$ cat src/rtl/tpu_pkg.sv
// -----------------------------------------------------------------------------
// tpu_pkg
// Shared widths and accumulator limits for the MAC accumulator and the
// downstream int18-to-bf16 normalizer.
//   IN_W    : signed operand width
//   ACC_W   : signed accumulator / result width
//   ACC_MAX : largest representable accumulator value
//   ACC_MIN : smallest representable accumulator value
// -----------------------------------------------------------------------------
package tpu_pkg;

  localparam int IN_W  = 8;
  localparam int ACC_W = 18;

  localparam logic signed [ACC_W-1:0] ACC_MAX = {1'b0, {(ACC_W-1){1'b1}}};
  localparam logic signed [ACC_W-1:0] ACC_MIN = {1'b1, {(ACC_W-1){1'b0}}};

  // Finished dot product as handed to the normalizer.
  typedef struct packed {
    logic signed [ACC_W-1:0] value;
    logic                    sat;
  } acc_result_t;

endpackage

$ cat src/rtl/sat_add_acc.sv
// -----------------------------------------------------------------------------
// sat_add_acc
// Combinational saturating adder: sum = clamp(acc + sign_extend(product)).
// Ports:
//   acc     (in)  : signed accumulator operand, ACC_W bits
//   product (in)  : signed product operand, PROD_W bits
//   sum     (out) : saturated signed result, ACC_W bits
//   ovf     (out) : high when the exact sum fell outside the ACC_W range
// -----------------------------------------------------------------------------
module sat_add_acc #(
  parameter int ACC_W  = 18,
  parameter int PROD_W = 16
) (
  input  logic signed [ACC_W-1:0]  acc,
  input  logic signed [PROD_W-1:0] product,
  output logic signed [ACC_W-1:0]  sum,
  output logic                     ovf
);

  // One guard bit above the wider operand makes the exact sum unable to wrap.
  localparam int SW = ((ACC_W > PROD_W) ? ACC_W : PROD_W) + 1;

  logic signed [SW-1:0] acc_ext;
  logic signed [SW-1:0] prod_ext;
  logic signed [SW-1:0] wide;
  logic signed [SW-1:0] max_w;
  logic signed [SW-1:0] min_w;

  assign acc_ext  = {{(SW-ACC_W){acc[ACC_W-1]}}, acc};
  assign prod_ext = {{(SW-PROD_W){product[PROD_W-1]}}, product};
  assign wide     = acc_ext + prod_ext;
  assign max_w    = {{(SW-ACC_W+1){1'b0}}, {(ACC_W-1){1'b1}}};
  assign min_w    = {{(SW-ACC_W+1){1'b1}}, {(ACC_W-1){1'b0}}};

  // Clamp the exact sum into the accumulator range and flag any clipping.
  always_comb begin
    sum = '0;
    ovf = 1'b0;
    if (wide > max_w) begin
      sum = max_w[ACC_W-1:0];
      ovf = 1'b1;
    end else if (wide < min_w) begin
      sum = min_w[ACC_W-1:0];
      ovf = 1'b1;
    end else begin
      sum = wide[ACC_W-1:0];
      ovf = 1'b0;
    end
  end

endmodule

$ cat src/rtl/mac_accum_int18.sv
// -----------------------------------------------------------------------------
// mac_accum_int18
// Two-stage signed multiply-accumulate producing saturated dot products.
// Stage 1 registers a*b; stage 2 adds it into the running accumulator and, on
// the last term, publishes the result on a valid/ready output register.
// Ports:
//   clk, rst          : clock, asynchronous active-high reset
//   in_valid/in_ready : operand handshake (in_ready is the pipeline enable)
//   a, b              : signed IN_W-bit operands
//   in_last           : pair is the final term of the current dot product
//   out_valid/out_ready : result handshake
//   acc_out           : signed ACC_W-bit dot product
//   out_sat           : saturation occurred at least once in acc_out
// -----------------------------------------------------------------------------
module mac_accum_int18 #(
  parameter int IN_W  = tpu_pkg::IN_W,
  parameter int ACC_W = tpu_pkg::ACC_W
) (
  input  logic                    clk,
  input  logic                    rst,
  input  logic                    in_valid,
  output logic                    in_ready,
  input  logic signed [IN_W-1:0]  a,
  input  logic signed [IN_W-1:0]  b,
  input  logic                    in_last,
  output logic                    out_valid,
  input  logic                    out_ready,
  output logic signed [ACC_W-1:0] acc_out,
  output logic                    out_sat
);

  import tpu_pkg::*;

  localparam int PROD_W = 2 * IN_W;

  logic                     en;
  logic                     s1_valid;
  logic                     s1_last;
  logic signed [PROD_W-1:0] s1_prod;
  logic signed [ACC_W-1:0]  acc;
  logic signed [ACC_W-1:0]  acc_base;
  logic signed [ACC_W-1:0]  sum;
  logic                     sat_sticky;
  logic                     sticky_merged;
  logic                     first;
  logic                     ovf;
  logic                     write_term;
  logic                     write_last;

  // The whole pipeline freezes only while a finished result is being refused.
  assign en       = !(out_valid && !out_ready);
  assign in_ready = en;

  assign write_term = en && s1_valid;
  assign write_last = write_term && s1_last;

  // A new dot product ignores whatever the accumulator and sticky flag hold.
  always_comb begin
    acc_base      = '0;
    sticky_merged = 1'b0;
    if (first) begin
      acc_base      = '0;
      sticky_merged = ovf;
    end else begin
      acc_base      = acc;
      sticky_merged = sat_sticky | ovf;
    end
  end

  sat_add_acc #(
    .ACC_W  (ACC_W),
    .PROD_W (PROD_W)
  ) u_sat_add (
    .acc     (acc_base),
    .product (s1_prod),
    .sum     (sum),
    .ovf     (ovf)
  );

  // Stage 1: register the full-width product with its valid and last flags.
  always_ff @(posedge clk or posedge rst) begin
    if (rst) begin
      s1_valid <= 1'b0;
      s1_last  <= 1'b0;
      s1_prod  <= '0;
    end else if (en) begin
      s1_valid <= in_valid;
      s1_last  <= in_last;
      s1_prod  <= PROD_W'(a) * PROD_W'(b);
    end
  end

  // Stage 2 accumulator: running sum, sticky saturation and first-term flag.
  always_ff @(posedge clk or posedge rst) begin
    if (rst) begin
      acc        <= '0;
      sat_sticky <= 1'b0;
      first      <= 1'b1;
    end else if (write_term) begin
      if (s1_last) begin
        acc        <= '0;
        sat_sticky <= 1'b0;
        first      <= 1'b1;
      end else begin
        acc        <= sum;
        sat_sticky <= sticky_merged;
        first      <= 1'b0;
      end
    end
  end

  // Output register: when enabled the old result has been taken (or there was
  // none), so out_valid simply follows whether a last term lands this edge.
  always_ff @(posedge clk or posedge rst) begin
    if (rst) begin
      out_valid <= 1'b0;
      acc_out   <= '0;
      out_sat   <= 1'b0;
    end else if (en) begin
      out_valid <= write_last;
      if (write_last) begin
        acc_out <= sum;
        out_sat <= sticky_merged;
      end
    end
  end

endmodule

$ cat config.mk
export PLATFORM = sky130hd
export DESIGN_NAME = mac_accum_int18
export DESIGN_NICKNAME = d
export VERILOG_FILES = /design/src/rtl/tpu_pkg.sv /design/src/rtl/sat_add_acc.sv /design/src/rtl/mac_accum_int18.sv
export SDC_FILE = /design/constraint.sdc
export NUM_CORES = 1
export LEC_CHECK = 0
export CAP_MARGIN = 15
export CORE_UTILIZATION = 40
export DETAILED_ROUTE_END_ITERATION = 7
export HOLD_SLACK_MARGIN = 0.02
export PLACE_DENSITY = 0.64
export SYNTH_ARGS = -nofsm -noshare
export SYNTH_HDL_FRONTEND = slang
export SYNTH_SLANG_ARGS = --single-unit
$ cat constraint.sdc
create_clock -name clk -period 3.95 [get_ports clk]
set_clock_uncertainty 0.1 [all_clocks]
set_input_delay 0.79 -clock clk [delete_from_list [all_inputs] [get_ports clk]]
set_output_delay 0.79 -clock clk [all_outputs]
set_load 0.05 [all_outputs]
==> results.py <==
metrics = {
    "finish": {
        "postLayoutCoreUtil": 0.522,
        "final_area_um2": 7550,
        "mostFrequentLayoutCell": "nand2_1",
        "layout_common_cells": "69 x nand2_1, 67 x buf_4, 60 x inv_1, 57 x dfrtp_1, 49 x fa_1",
        "n_fill_cell": 1334,
        "syn2layout_area_growth_pct": 28.1,
        "drive_above_1_share": 0.241,
        "nNetsFinal": 878,
        "multiInputGateArea_um2": 4380,
        "register_area_um2": 1450,
        "n_antenna_cell": 0,
    },
    "logic_synthesis": {
        "ys_seq_elements": 58,
        "synth_ff_type": "dfrtp_1",
        "synthArstFlopShare": 1.00,
        "ys_types": 59,
        "synth_nets": 785,
        "netlist_top_cells_area": "dfrtp_1 24%, fa_1 19%, ha_1 10%",
        "synth.top_cell.area_share": 0.242,
        "ys_seq_area_frac": 0.246,
        "synth.largest_area_cell": "dfrtp_1",
        "syn_inst": 661,
        "avgSynthCellArea_um2": 8.92,
        "yosysWarnings": 0,
        "synth_area_um2": 5900,
        "synth_edf_count": 0,
    },
    "timing": {
        "slew_headroom": 0.559,
        "min_period_over_period": 1.12,
        "tightest_slew_ns": 0.655,
        "clock.fmax_mhz": 225,
        "period_needed_ns": 4.44,
        "fin_ws_ns": -0.490,
        "hold_viol_final": 0,
        "timing.hold.ws_ns": 0.377,
        "setup_violations": 7,
        "slew_violations": 0,
        "rsz0062_at_grt": "true",
        "fin_setup_tns_ns": -2.37,
    },
    "drt": {
        "drc_errors": 0,
        "routed_via_density": 5.12,
        "wl_um": 14000,
        "dr_total_vias": 4827,
        "ant_nets": 0,
        "drt_first_pass_iters": 5,
        "wire_per_inst_um": 14.9,
        "dr.first_iter.drc_count": 208,
    },
    "critical_path": {
        "max_stage_delay_ns": 0.57,
        "timing.reg2reg.setup_slack_ns": 0.37,
        "cp.buffers_inverters": 1,
        "r2r_start": "first",
        "timing.reg2reg.worst_path_depth": 10,
        "cp.depth": 14,
        "path_cells": "buf_6 > and2_4 > fa_1 > fa_1 > fa_1 > fa_1 > ha_4 > o21ai_2 > nor2_2 > o41a_1 > a41o_1 > o41ai_2 > xnor2_1 > o21ai_1",
        "cp_common_cell": "fa_1",
        "critPathMaxFanout": 5,
        "crit_type": "in -> reg",
        "end_kind": "flip-flop",
        "arrival_ns": 4.55,
        "cp_slowest_cell": "fa_1",
        "path_delay_family": "adder cells",
        "r2r_end": "acc[2]",
        "cp-start-kind": "input pin",
        "crit_required_ns": 4.06,
    },
    "clock_network": {
        "clockBufferDepth": 2,
        "clk_pin_slew_ns": 0.05,
        "clkLatencyLatePin_ns": 0.33,
        "hold_buffers": 0,
        "h-tree-depth": 3,
        "cts_buffers": 9,
        "clk_root_buffer_cell": "clkbuf_16",
        "clock_sinks": 58,
        "cts_tree": "done",
    },
    "run": {
        "drv_cap": 0,
    },
    "grt": {
        "first_global_vias": 4877,
        "met2_usage": 0.343,
        "grt_pass1_wl_um": 23300,
        "antenna_found_initial": 0,
        "grt-ovfl-total": 0,
        "grt_util_met3": 0.0277,
        "use_met1": 0.243,
        "busiest_layer": "met2",
        "grt_max_degree": 31,
        "gr-usage-all-layers": 0.197,
    },
    "die": {
        "initial_core_util": 0.407,
        "fp.dieH_um": 123,
        "dieArea_um2": 15200,
        "die_w_um": 123,
        "rows": 44,
        "pin_count": 42,
        "coreArea_um2": 14500,
    },
    "hold_path": {
        "holdPathEnd": "acc[15]",
        "hp-class": "reg -> reg",
        "holdPathStages": 2,
        "hold_start": "acc[15]",
    },
    "outcome": {
        "violations": "setup timing",
        "status": "finished with violations",
    },
    "placed_design": {
        "io_buffers": 41,
        "placed_area_um2": 6940,
        "dpl.hpwl_um": 11200,
        "place_congestion": 0.853,
    },
    "pwr": {
        "pwr_density_cell_nw_per_um2": 911,
        "ir_worst_vdd_mv": 0.363,
        "power_w": 0.00688,
        "p_leak_nw": 3.46,
    },
}
state kept, by name, indices dropped and copies added, names as in the netlist:
signal,cells
s1_valid,1
out_sat,1
first,1
s1_last,1
s1_prod,16
out_valid,1
sat_sticky,1
acc,18
acc_out,18
routing by layer:
layer,up-vias,share of wire
met3,25,0.029
met2,107,0.50
li1,2395,-
met4,0,0.029
met5,-,0
met1,2300,0.44
synth_stat cells, types with 2 or more instances:
| library cell | number |
|---|---|
| a211oi_1 | 7 |
| a21o_1 | 2 |
| a21oi_1 | 52 |
| a21oi_2 | 4 |
| a22oi_1 | 2 |
| a31oi_1 | 2 |
| and2_1 | 40 |
| and3_1 | 2 |
| buf_2 | 5 |
| buf_4 | 4 |
| clkbuf_1 | 15 |
| dfrtp_1 | 57 |
| fa_1 | 56 |
| ha_1 | 47 |
| inv_1 | 69 |
| maj3_2 | 2 |
| mux2i_1 | 2 |
| nand2_1 | 72 |
| nand2b_1 | 14 |
| nand3_1 | 8 |
| nor2_1 | 43 |
| nor2b_1 | 22 |
| nor3_1 | 10 |
| o211ai_1 | 4 |
| o21a_1 | 5 |
| o21ai_0 | 42 |
| o21ai_1 | 6 |
| o21bai_1 | 2 |
| o31ai_1 | 9 |
| o41ai_1 | 2 |
| or3_1 | 4 |
| xnor2_1 | 18 |
| xor2_1 | 6 |
tightest hold or removal path: stages, from the launching register on:
cell     delay (ns)
dfrtp_1        0.33
nand2_1        0.04
o21ai_0        0.06
stage by stage:
step / std cells / setup WS, ns
after detailed placement: 919 / -1.38
after global placement: 919 / -1.36
after floorplan: 661 / -0.587
after global routing: 942 / -0.610
after CTS: 938 / -0.525
final: 942 / -0.490
area by class of cell:
cell class,count,share of cell area
multi-input combinational,509,0.581
clock inverter,2,0.00795
timing repair buffer,107,0.119
tap,184,0.0305
clock buffer,13,0.0345
sequential,58,0.192
inverter,69,0.0346
cell families (layout without fill, tap and decap cells):
group	after synthesis	after routing	synth area share
and+or+nand+nor	223	223	0.190
AOI/OAI and AO/OA	155	155	0.166
adders and majority gates	105	105	0.294
buffers and inverters	94	191	0.0647
DFF	58	58	0.246
xor gates and xnor gates	24	24	0.0357
muxes	2	2	0.00340
power by group:
part           leakage (nW)  total, W  internal, W  switching, W
clock network         0.156  0.000835     0.000582      0.000253
registers             0.688   0.00104     0.000885      0.000154
logic                  2.62   0.00500      0.00217       0.00283
worst max-delay path by stage:
stage / from / endpoint / slack [ns]
after global placement: b[7] / s1_prod[15] / -1.36
after global routing: a[4] / s1_prod[13] / -0.61
final: a[7] / s1_prod[15] / -0.49
after detailed placement: b[7] / s1_prod[15] / -1.38
after floorplan: a[7] / s1_prod[15] / -0.59
after CTS: a[5] / s1_prod[15] / -0.53
timing repair:
action | 4_1_cts | 5_1_grt
pin swaps | 37 | 30
resized for setup | 99 | 56
buffers inserted | 4 | 6
endpoints found under the setup margin | 11 | 20
cloned | 0 | 0
No activity file was read; power rests on OpenSTA's default activity.
